==> src/rtl/instr_fetch_queue.sv <==
// Instruction-fetch front end feeding the CPU core.
// Issues sequential word fetches to instruction memory over a req/ack handshake,
// buffers the returned words with their PCs in a small FIFO, and presents one
// {pc, instr} pair per cycle to the core over valid/ready. A redirect flushes
// the FIFO and discards any in-flight fetch.
//
// Ports
//   clk, rst          clock (rising edge), asynchronous active-low reset
//   redirect          one-cycle flush pulse; redirect_pc gives the new fetch address
//   mem_req/mem_addr  fetch request to imem; held with a stable address until mem_ack
//   mem_ack/mem_rdata imem response, one cycle, only while mem_req is high
//   out_valid/ready   head-of-queue handshake to the core
//   out_pc/out_instr  head entry contents
//   q_count           current FIFO occupancy
module instr_fetch_queue #(
  parameter int unsigned DEPTH    = 4,
  parameter logic [31:0] RESET_PC = 32'h0000_0000
) (
  input  logic                     clk,
  input  logic                     rst,
  input  logic                     redirect,
  input  logic [31:0]              redirect_pc,
  output logic                     mem_req,
  output logic [31:0]              mem_addr,
  input  logic                     mem_ack,
  input  logic [31:0]              mem_rdata,
  output logic                     out_valid,
  input  logic                     out_ready,
  output logic [31:0]              out_pc,
  output logic [31:0]              out_instr,
  output logic [$clog2(DEPTH):0]   q_count
);

  localparam int unsigned PtrW = $clog2(DEPTH);
  localparam int unsigned CntW = PtrW + 1;
  localparam logic [CntW-1:0] Full = CntW'(DEPTH);

  typedef enum logic [1:0] {StIdle, StWait, StDrain} state_e;

  state_e          state_q, state_d;
  logic [31:0]     fetch_pc_q, fetch_pc_d;
  logic [31:0]     req_addr_q, req_addr_d;
  logic [PtrW-1:0] rd_ptr_q, wr_ptr_q;
  logic [CntW-1:0] count_q;
  logic [31:0]     pc_mem_q    [DEPTH];
  logic [31:0]     instr_mem_q [DEPTH];

  logic            has_space;
  logic            push;
  logic            pop;
  logic [31:0]     redirect_aligned;

  assign has_space        = (count_q < Full);
  assign redirect_aligned = redirect_pc & ~32'h0000_0003;

  // A redirect cycle ignores any pop; the FIFO is cleared instead.
  assign pop = out_valid && out_ready && !redirect;

  always_comb begin
    state_d    = state_q;
    fetch_pc_d = fetch_pc_q;
    req_addr_d = req_addr_q;
    mem_req    = 1'b0;
    mem_addr   = req_addr_q;
    push       = 1'b0;

    unique case (state_q)
      StIdle: begin
        mem_addr = fetch_pc_q;
        // Request only with guaranteed room, so the acked push can never overflow.
        if (!redirect && has_space) begin
          mem_req    = 1'b1;
          req_addr_d = fetch_pc_q;
          state_d    = StWait;
        end
      end
      StWait: begin
        mem_req = 1'b1;
        if (mem_ack) begin
          state_d = StIdle;
          if (!redirect) begin
            push       = 1'b1;
            fetch_pc_d = fetch_pc_q + 32'd4;
          end
        end else if (redirect) begin
          state_d = StDrain;
        end
      end
      StDrain: begin
        // Stale fetch still owed by imem; keep the handshake alive and drop the data.
        mem_req = 1'b1;
        if (mem_ack) begin
          state_d = StIdle;
        end
      end
      default: state_d = StIdle;
    endcase

    if (redirect) begin
      fetch_pc_d = redirect_aligned;
    end

    // The idle-state request is combinational, so hold it low while reset is asserted.
    if (!rst) begin
      mem_req = 1'b0;
    end
  end

  always_ff @(posedge clk or negedge rst) begin
    if (!rst) begin
      state_q    <= StIdle;
      fetch_pc_q <= RESET_PC;
      req_addr_q <= RESET_PC;
    end else begin
      state_q    <= state_d;
      fetch_pc_q <= fetch_pc_d;
      req_addr_q <= req_addr_d;
    end
  end

  always_ff @(posedge clk or negedge rst) begin
    if (!rst) begin
      rd_ptr_q <= '0;
      wr_ptr_q <= '0;
      count_q  <= '0;
    end else if (redirect) begin
      rd_ptr_q <= '0;
      wr_ptr_q <= '0;
      count_q  <= '0;
    end else begin
      if (push) begin
        wr_ptr_q <= wr_ptr_q + PtrW'(1);
      end
      if (pop) begin
        rd_ptr_q <= rd_ptr_q + PtrW'(1);
      end
      if (push && !pop) begin
        count_q <= count_q + CntW'(1);
      end else if (pop && !push) begin
        count_q <= count_q - CntW'(1);
      end
    end
  end

  // Storage is reset so the head reads as zero out of reset.
  always_ff @(posedge clk or negedge rst) begin
    if (!rst) begin
      for (int i = 0; i < int'(DEPTH); i++) begin
        pc_mem_q[i]    <= '0;
        instr_mem_q[i] <= '0;
      end
    end else if (push) begin
      pc_mem_q[wr_ptr_q]    <= req_addr_q;
      instr_mem_q[wr_ptr_q] <= mem_rdata;
    end
  end

  assign out_valid = (count_q != '0);
  assign out_pc    = pc_mem_q[rd_ptr_q];
  assign out_instr = instr_mem_q[rd_ptr_q];
  assign q_count   = count_q;

endmodule
==> config.mk <==
export PLATFORM = sky130hd
export DESIGN_NAME = instr_fetch_queue
export DESIGN_NICKNAME = d
export VERILOG_FILES = /design/src/rtl/instr_fetch_queue.sv
export SDC_FILE = /design/constraint.sdc
export NUM_CORES = 1
export LEC_CHECK = 0
export BUFFER_PORTS_ARGS = -buffer_cell sky130_fd_sc_hd__buf_2
export CAP_MARGIN = 20
export CORE_UTILIZATION = 30
export CTS_BUF_LIST = sky130_fd_sc_hd__clkbuf_16
export DETAILED_ROUTE_END_ITERATION = 7
export PLACE_DENSITY_LB_ADDON = 0.1
export SKIP_CTS_REPAIR_TIMING = 1
export SLEW_MARGIN = 40
export SYNTH_ARGS = -nofsm -noshare
export SYNTH_HDL_FRONTEND = slang
export SYNTH_SLANG_ARGS = --single-unit
export TNS_END_PERCENT = 30
==> constraint.sdc <==
create_clock -name clk -period 2.27 [get_ports clk]
set_clock_uncertainty 0.2 [all_clocks]
set_input_delay 0.3405 -clock clk [delete_from_list [all_inputs] [get_ports clk]]
set_output_delay 0.3405 -clock clk [all_outputs]
set_load 0.02 [all_outputs]
==> results by group, run 1 <==
Power
  • LEAKAGE: 9.02 nW
  • Power Density: between 1000 and 1500 mW/mm²
  • Power Total: 25.1 mW
  • Worst ir drop on vdd: between 600 and 700 µV

Synthesis
  • Number of flops mapped to enable cells by yosys: 0
  • Top cell type's share of synthesized area: 0.547
  • Post-Syn Area: 0.0145 mm²
  • Ranking of synthesized cells by area: dfrtp_1, mux2_2, mux4_2, nand2_1, buf_2
  • Most used DFF post-synth: dfrtp_1
  • Dominant cell type by area after synthesis: dfrtp_1
  • #FFs+latches synth: 317
  • Gate Count Post-Synth: 979
  • Syn Area/Cell: ~15 µm²
  • Syn. warnings: 0
  • Top-count cell post-synth: dfrtp_1
  • Post-synth top cells: dfrtp_1, mux2_2, mux4_2
  • Ys async rst share: 1.00
  • Synth cell types: 47
  • Post-synthesis sequential area ratio: 0.547

CTS
  • Root Driver: clkbuf_16
  • TritonCTS clock tree: built
  • Clock transition at path regs: 60 ps
  • Cts bufs inserted: 39
  • H-tree levels: 2
  • Clk_lat worst skew: about 550 ps
  • Clock Tree Buf Depth: 3
  • Clk sinks: 317

STA
  • Fmax: 0.380 GHz
  • Worst slew margin: 0.598
  • Final setup fails: 93
  • Fin. max-slew vios: 0
  • Slew @ Worst Pin: 603 ps
  • Final worst-path cycle share: 1.16
  • Final worst slack: -359 ps
  • Final hold vios: 0
  • RSZ-0062 raised after global routing: yes
  • Period minus WS final: 2630 ps
  • Setup TNS: -28,310 ps

Detailed routing
  • Antenna viol nets, final: 0
  • DR vias/cell: 4.84
  • TritonRoute pass-1 iters: 4
  • WL per Instance: between 20 and 25 µm
  • Routed Wire Length: 40,400 µm
  • Detailed-route via count: 9,288
  • Iter 0 DRT Violations: 357
  • Remaining DRCs: 0

GRT
  • Largest net degree at the start of global routing: 94
  • Grt met3 use: 0.0425
  • Met2 Usage GRT: 0.248
  • GRT Total Usage: 0.159
  • First-pass GRT wire length: 59,800 µm
  • Gr busiest metal: met2
  • Number of global-route vias before repair: 9,553
  • M1 GR Usage: 0.218
  • Initial antenna violation count: 3
  • Grt ovf: 0

Die
  • Initial Util: 0.304
  • Num ports: 170
  • Die Ht: 222 µm
  • Die Width: about 220 µm
  • Core Area: 0.0477 mm²
  • Cell row count: 80
  • Total Die Area: 0.0492 mm²

Layout
  • Non-Filler Instances: 1,919
  • Filler cells: 4,475
  • Area growth, synth to finish: 34.2%
  • Final net count: 1,353
  • Multi-input gate area: 0.00642 mm²
  • Final core occ: 0.408
  • Layout cells sized above 1: 0.530
  • Register area: 0.00794 mm²

Worst setup path
  • CP Cell Sequence: buf_6 -> clkbuf_16 -> mux4_2 -> buf_6
  • CP max FO: 7
  • Startpoint Class: flip-flop
  • Slowest stage delay, CP: 530 ps
  • Worst EP required: roughly 1700 ps
  • CP dominant cell by count: buf_6
  • Critical-path top delay cell: mux4_2
  • Setup Crit Path Kind: reg -> out
  • CP arrival: approximately 2100 ps
  • Worst Setup End Kind: primary output

Placed design
  • Placed insts: 1,762
  • Hpwl dp: 24,800 µm
  • Buffers on Ports: 163
  • Routability-driven placement congestion ratio: 0.743

Status
  • Violated checks: negative setup slack
  • Status: finished with violations

Job
  • Max-Cap Viols: 0

Min path
  • Hold Path Class: in -> reg
==> metal layers <==
metal  wire length [µm]  vias to the layer above  part of all wire
met3               1830                       63             0.045
met1              19000                     4833              0.47
met5                 13                        -           0.00032
li1                   -                     4220                 -
met4                932                        2             0.023
met2              18600                      170              0.46
==> worst paths after layout <==
check                                       end            start  slack [ps]  cells past startpoint
worst max-delay path                 out_pc[17]      rd_ptr_q[0]        -360                      4
worst min-delay path                 state_q[1]          mem_ack          30                      4
worst max register to register   fetch_pc_q[19]       state_q[1]         100                      7
worst min register to register  instr_mem_q[58]  instr_mem_q[58]         300                      1
max in group asynchronous         pc_mem_q[127]              rst         750                      4
min in group asynchronous          pc_mem_q[44]              rst         270                      3
==> metrics by stage <==
step	area, µm²	hold WS (ps)	setup slack (ps)
finish	19500	25.1	-359
global route	19500	48.5	-424
CTS	17800	-333	-486
detailed placement	16600	259	-158
global placement	16600	282	-122
floorplan	14500	-155	-99.6
==> cells by family (layout without fill, tap and decap cells) <==
group / after synthesis / after routing / synth area share
AOI/OAI and AO/OA: 55 / 55 / 0.0248
xor gates and xnor gates: 16 / 16 / 0.00966
adders and majority gates: 10 / 10 / 0.00914
buffers and inverters: 77 / 398 / 0.0242
DFF: 317 / 317 / 0.547
muxes: 372 / 372 / 0.337
other: 1 / 5 / 0.000259
and+or+nand+nor: 131 / 131 / 0.0483
==> power breakdown <==
| part | switching (mW) | internal [mW] |
|---|---|---|
| combinational | 4.86 | 6.00 |
| sequential | 1.13 | 7.22 |
| clock | 2.45 | 3.46 |
| total | 8.43 | 16.7 |
==> worst max-delay path: cells and delay by family, from the launching register on <==
kind / cells / cell delay (ps)
buffers and inverters: 3 / 470
multiplexers: 1 / 530
flip-flops: 1 / 520
==> sequential cells by signal (all words and copies together) (netlist names) <==
register	count
fetch_pc_q	30
instr_mem_q	128
pc_mem_q	120
q_count	3
rd_ptr_q	2
req_addr_q	30
state_q	2
wr_ptr_q	2
==> cell type report <==
type,count,area share
diodes,1,0.000129
clock buffers,41,0.0527
clock inverters,29,0.00861
inverters,12,0.00244
multi-input cells,588,0.330
flip-flops and latches,317,0.408
well taps,615,0.0395
repair buffers,316,0.159
==> placed cells by master (no fill, tap or decap), types with 5 or more instances in the layout <==
master	n
clkinv_2	5
clkinv_1	12
mux2_2	282
buf_12	22
nand3_1	14
ha_1	8
dfrtp_1	315
clkbuf_16	48
xor2_1	6
xnor2_1	10
inv_1	20
buf_4	50
nand2_1	30
dlygate4sd3_1	63
buf_6	82
a31oi_1	12
or4_1	10
mux2_4	26
nand4_1	12
o31ai_1	12
nor2_1	23
mux4_2	62
o21ai_0	15
buf_2	86
(Power assumes the default switching activity.)
==> run 2, diff against run 1 <==
SETUP_SLACK_MARGIN = 0.15   (was default)
==> results by group, run 2 (synthesis results as in run 1) <==
Worst setup path
  • Startpoint Class: flip-flop (unchanged)
  • Setup Crit Path Kind: reg -> out (unchanged)
  • CP max FO: 7 (unchanged)
  • Worst EP required: 1730 ps (about the same)
  • Worst Setup End Kind: primary output (unchanged)
  • Slowest stage delay, CP: 570 ps (was 530 ps)
  • Worst Path Buf+Inv: 3 (unchanged)
  • CP Cell Sequence: buf_12 -> buf_16 -> mux4_2 -> buf_6 (was buf_6 -> clkbuf_16 -> mux4_2 -> buf_6)
  • R2R Path End: pc_mem_q[106] (was fetch_pc_q[19])
  • Reg2Reg Depth: 8 (was 7)
  • Family with the most delay on the worst path: multiplexers (unchanged)
  • Worst Setup SP: rd_ptr_q[0] (unchanged)
  • CP arrival: 2040 ps (was 2090 ps)
  • R2r startpoint: state_q[1] (unchanged)
  • Critical-path top delay cell: mux4_2 (unchanged)
  • Crit path depth: 4 (unchanged)
  • Flop-to-flop setup slack: -110 ps (was 100 ps)
  • End point of the critical path: out_pc[14] (was out_pc[17])

Placed design
  • Placed insts: 1,754 (was 1,762)
  • Buffers on Ports: 163 (unchanged)
  • Pre-CTS setup slack: -101 ps (was -158 ps)
  • Dpl cell area: 0.0165 mm² (was 0.0166 mm²)
  • Routability-driven placement congestion ratio: 0.729 (was 0.743)
  • Hpwl dp: 23,700 µm (was 24,800 µm)

STA
  • Setup TNS: -37,060 ps (was -28,310 ps)
  • Worst slew margin: 0.500 (was 0.598)
  • Final worst-path cycle share: 1.14 (was 1.16)
  • Final worst slack: -307 ps (was -359 ps)
  • Fmax: 0.388 GHz (was 0.380 GHz)
  • Final hold vios: 1 (was 0)
  • Slew @ Worst Pin: 748 ps (was 603 ps)
  • Final setup fails: 340 (was 93)
  • RSZ-0062 raised after global routing: yes (unchanged)
  • WHS: -21.1 ps (was 25.1 ps)
  • Fin. max-slew vios: 0 (unchanged)
  • Period minus WS final: 2580 ps (was 2630 ps)

Job
  • Max-Cap Viols: 0 (unchanged)

Die
  • Total Die Area: 0.0492 mm² (unchanged)
  • Initial Util: 0.304 (unchanged)
  • Die Ht: 222 µm (unchanged)
  • Cell row count: 80 (unchanged)
  • Die Width: 222 µm (unchanged)
  • Core Area: 0.0477 mm² (unchanged)
  • Num ports: 170 (unchanged)

Layout
  • Area growth, synth to finish: 30.8% (was 34.2%)
  • Most frequent cells in the layout: dfrtp_1, mux2_2, buf_2 (unchanged)
  • Filler cells: 4,541 (was 4,475)
  • Largest Register: instr_mem_q (unchanged)
  • Non-Filler Instances: 1,904 (was 1,919)
  • Leading cell type in the layout, fill and taps excluded: dfrtp_1 (unchanged)
  • Diodes inserted: 0 (was 1)
  • Biggest regs: instr_mem_q: 128 flops, pc_mem_q: 120 flops (unchanged)
  • Final net count: 1,340 (was 1,353)
  • Largest register FFs: 128 (unchanged)
  • Design Area, Final: 0.0190 mm² (was 0.0195 mm²)
  • Layout cells sized above 1: 0.528 (was 0.530)

GRT
  • GRT Total Usage: 0.157 (was 0.159)
  • Grt met3 use: 0.0341 (was 0.0425)
  • Met2 Usage GRT: 0.251 (was 0.248)
  • Grt ovf: 0 (unchanged)
  • Initial antenna violation count: 1 (was 3)
  • Number of global-route vias before repair: 9,625 (was 9,553)
  • Largest net degree at the start of global routing: 117 (was 94)
  • Gr busiest metal: met2 (unchanged)
  • M1 GR Usage: 0.214 (was 0.218)
  • First-pass GRT wire length: 59,300 µm (was 59,800 µm)

CTS
  • Clock Tree Buf Depth: 3 (unchanged)
  • H-tree levels: 2 (unchanged)
  • TritonCTS clock tree: built (unchanged)
  • Clk_lat worst skew: 540 ps (was 550 ps)
  • Cts bufs inserted: 39 (unchanged)
  • Clk sinks: 317 (unchanged)
  • Root Driver: clkbuf_16 (unchanged)
  • Clock transition at path regs: 50 ps (was 60 ps)

Detailed routing
  • Iter 0 DRT Violations: 342 (was 357)
  • Antenna viol nets, final: 0 (unchanged)
  • TritonRoute pass-1 iters: 4 (unchanged)
  • DR vias/cell: 4.86 (was 4.84)
  • Detailed-route via count: 9,249 (was 9,288)
  • WL per Instance: 20.6 µm (was 21.0 µm)
  • Routed Wire Length: 39,200 µm (was 40,400 µm)
  • Remaining DRCs: 0 (unchanged)

Power
  • LEAKAGE: 8.74 nW (was 9.02 nW)
  • Power Density: 1260 mW/mm² (was 1290 mW/mm²)
  • Worst ir drop on vdd: 638 µV (was 616 µV)

Status
  • Status: finished with violations (unchanged)
  • Violated checks: negative hold slack, negative setup slack (was negative setup slack)

Min path
  • Hold Path Class: in -> reg (unchanged)
run 2: worst min-delay path by stage:
stage | from | depth (start not counted) | end
after floorplan | rst | 0 | fetch_pc_q[10]
after global placement | pc_mem_q[16] | 1 | pc_mem_q[16]
after detailed placement | rst | 2 | pc_mem_q[34]
after CTS | rst | 2 | pc_mem_q[2]
after global routing | mem_ack | 3 | state_q[1]
final | mem_ack | 3 | state_q[1]
run 2: per-stage QoR:
stage / util / total power, mW
finish: 0.397 / 24.0
floorplan: - / 13.8
detailed placement: 0.346 / 16.9
CTS: 0.370 / 22.9
global placement: 0.345 / 16.8
global route: 0.397 / 25.4
run 2: routing by layer:
| layer | share of wire | vias up | routed length [µm] |
|---|---|---|---|
| met1 | 0.48 | 4836 | 18600 |
| met2 | 0.47 | 161 | 18300 |
| met3 | 0.039 | 48 | 1530 |
| li1 | - | 4202 | - |
| met4 | 0.017 | 2 | 648 |
| met5 | 0.00046 | - | 18 |
run 2: layout make-up:
type,instances,area (µm²),area share
Inverter,12,45.0,0.00237
Tap cell,615,769,0.0405
Clock buffer,41,1030,0.0541
Sequential cell,317,7940,0.418
Multi-Input combinational cell,588,6360,0.335
Clock inverter,28,143,0.00752
Timing Repair Buffer,303,2700,0.142
run 2: tightest hold or removal path, delay by kind of cell:
kind,cells,cell delay (ps)
muxes,1,60
and+or+nand+nor,1,120
buffers and inverters,1,150
run 2: power by group:
part	leakage [nW]	internal, mW	total, mW	switching, mW
Combinational	4.02	5.32	9.90	4.58
Clock	0.612	3.35	5.75	2.40
Sequential	4.11	7.22	8.31	1.09
Total	8.74	15.9	24.0	8.07
==> run 3, diff against run 2 <==
RECOVER_POWER = 50   (was default)
SETUP_SLACK_MARGIN = default   (was 0.15)
==> results by group, run 3 (synthesis results as in run 1) <==
Detailed routing
  • Antenna viol nets, final: 0 (unchanged)
  • Detailed-route via count: 9,296 (was 9,249)
  • Remaining DRCs: 0 (unchanged)
  • Iter 0 DRT Violations: 349 (was 342)
  • DR vias/cell: 4.84 (was 4.86)
  • WL per Instance: 21.0 µm (was 20.6 µm)
  • Routed Wire Length: 40,300 µm (was 39,200 µm)
  • TritonRoute pass-1 iters: 4 (unchanged)

STA
  • Fmax: 0.380 GHz (was 0.388 GHz)
  • Setup TNS: -33,620 ps (was -37,060 ps)
  • Final worst-path cycle share: 1.16 (was 1.14)
  • Final setup fails: 178 (was 340)
  • RSZ-0062 raised after global routing: yes (unchanged)
  • Fin. max-slew vios: 0 (unchanged)
  • Final hold vios: 0 (was 1)
  • WHS: 25.9 ps (was -21.1 ps)
  • Slew @ Worst Pin: 1200 ps (was 748 ps)
  • Final worst slack: -360 ps (was -307 ps)
  • Period minus WS final: 2630 ps (was 2580 ps)
  • Worst slew margin: 0.202 (was 0.500)

Die
  • Initial Util: 0.304 (unchanged)
  • Die Ht: 222 µm (unchanged)
  • Die Width: 222 µm (unchanged)
  • Core Area: 0.0477 mm² (unchanged)
  • Total Die Area: 0.0492 mm² (unchanged)
  • Num ports: 170 (unchanged)
  • Cell row count: 80 (unchanged)

Worst setup path
  • Worst EP required: 1730 ps (about the same)
  • Flop-to-flop setup slack: 110 ps (was -110 ps)
  • Worst Path Buf+Inv: 3 (unchanged)
  • CP arrival: 2090 ps (was 2040 ps)
  • CP Cell Sequence: buf_6 -> clkbuf_16 -> mux4_2 -> buf_6 (was buf_12 -> buf_16 -> mux4_2 -> buf_6)
  • R2R Path End: fetch_pc_q[19] (was pc_mem_q[106])
  • Family with the most delay on the worst path: multiplexers (unchanged)
  • Worst Setup End Kind: primary output (unchanged)
  • R2r startpoint: state_q[1] (unchanged)
  • Critical-path top delay cell: mux4_2 (unchanged)
  • Startpoint Class: flip-flop (unchanged)
  • Slowest stage delay, CP: 530 ps (was 570 ps)
  • Reg2Reg Depth: 7 (was 8)
  • Setup Crit Path Kind: reg -> out (unchanged)
  • CP dominant cell by count: buf_6
  • CP max FO: 7 (unchanged)

GRT
  • Number of global-route vias before repair: 9,553 (was 9,625)
  • Largest net degree at the start of global routing: 94 (was 117)
  • GRT Total Usage: 0.159 (was 0.157)
  • Initial antenna violation count: 3 (was 1)
  • Grt ovf: 0 (unchanged)
  • First-pass GRT wire length: 59,800 µm (was 59,300 µm)

Layout
  • Biggest regs: instr_mem_q: 128 flops, pc_mem_q: 120 flops (unchanged)
  • Largest Register: instr_mem_q (unchanged)
  • Final net count: 1,353 (was 1,340)
  • Largest register FFs: 128 (unchanged)
  • Leading cell type in the layout, fill and taps excluded: dfrtp_1 (unchanged)
  • Filler cells: 4,477 (was 4,541)
  • Area growth, synth to finish: 33.9% (was 30.8%)
  • Layout cells sized above 1: 0.530 (was 0.528)
  • Design Area, Final: 0.0194 mm² (was 0.0190 mm²)
  • Final core occ: 0.407 (was 0.397)
  • Most frequent cells in the layout: dfrtp_1, mux2_2, buf_2 (unchanged)
  • Non-Filler Instances: 1,920 (was 1,904)

CTS
  • Clock Tree Buf Depth: 3 (unchanged)
  • Clk sinks: 317 (unchanged)
  • Root Driver: clkbuf_16 (unchanged)
  • H-tree levels: 2 (unchanged)
  • Clock transition at path regs: 60 ps (was 50 ps)
  • Clk_lat worst skew: 550 ps (was 540 ps)
  • Cts bufs inserted: 39 (unchanged)
  • TritonCTS clock tree: built (unchanged)

Placed design
  • Buffers on Ports: 163 (unchanged)
  • Hpwl dp: 24,800 µm (was 23,700 µm)
  • Routability-driven placement congestion ratio: 0.743 (was 0.729)
  • Dpl cell area: 0.0166 mm² (was 0.0165 mm²)
  • Placed insts: 1,762 (was 1,754)
  • Pre-CTS setup slack: -158 ps (was -101 ps)

Status
  • Status: finished with violations (unchanged)
  • Violated checks: negative setup slack (was negative hold slack, negative setup slack)

Min path
  • Min-Delay Path Depth: 4 (was 3)
  • Hold Startpoint: mem_ack (unchanged)
  • Hold Path Class: in -> reg (unchanged)
  • Hold EP: state_q[1] (unchanged)

Job
  • Max-Cap Viols: 0 (unchanged)

Power
  • LEAKAGE: 9.00 nW (was 8.74 nW)
  • Power Total: 25.1 mW (was 24.0 mW)
  • Power Density: 1290 mW/mm² (was 1260 mW/mm²)
  • Worst ir drop on vdd: 616 µV (was 638 µV)
==> run 3: changes by cell type in the layout (fill, tap and decap cells not counted), sizes merged <==
cell / change
dlygate4sd3: -1
bufinv: +1
diode: +2
buf: +9
clkinvlp: -1
clkinv: +1
clkbuf: +5
==> run 3: power breakdown <==
| group | switching (mW) | internal, mW | total (mW) |
|---|---|---|---|
| registers | 1.13 | 7.22 | 8.35 |
| logic | 4.83 | 5.99 | 10.8 |
| clock network | 2.44 | 3.46 | 5.91 |
==> run 3: how the worst max path moves through the flow <==
stage,cells past startpoint,slack (ps),to,from
floorplan,9,-100,q_count[2],redirect
detailed placement,7,-160,instr_mem_q[107],state_q[1]
global placement,7,-120,pc_mem_q[76],state_q[1]
finish,4,-360,out_pc[17],rd_ptr_q[0]
global route,4,-420,out_pc[28],rd_ptr_q[0]
CTS,7,-490,mem_req,state_q[0]
==> run 3: cell type report <==
| class | instances | area [µm²] | area share |
|---|---|---|---|
| tap | 615 | 769 | 0.0396 |
| antenna | 2 | 5.00 | 0.000258 |
| clock buffer | 41 | 1030 | 0.0528 |
| sequential | 317 | 7940 | 0.409 |
| inverter | 12 | 47.5 | 0.00245 |
| clock inverter | 29 | 168 | 0.00863 |
| multi-input combinational | 588 | 6420 | 0.331 |
| timing repair buffer | 316 | 3050 | 0.157 |
==> run 3: layer usage <==
layer	GRT usage	routed length, µm	vias to the layer above
met5	0	9	-
met4	0.0446	874	2
met3	0.0425	1850	60
met2	0.248	18600	171
met1	0.218	18900	4843
li1	-	-	4220
==> run 3: tightest hold or removal path: cells and delay by family <==
kind | cells | cell delay (ps)
buffers and inverters | 2 | 220
muxes | 1 | 60
and+or+nand+nor | 1 | 110
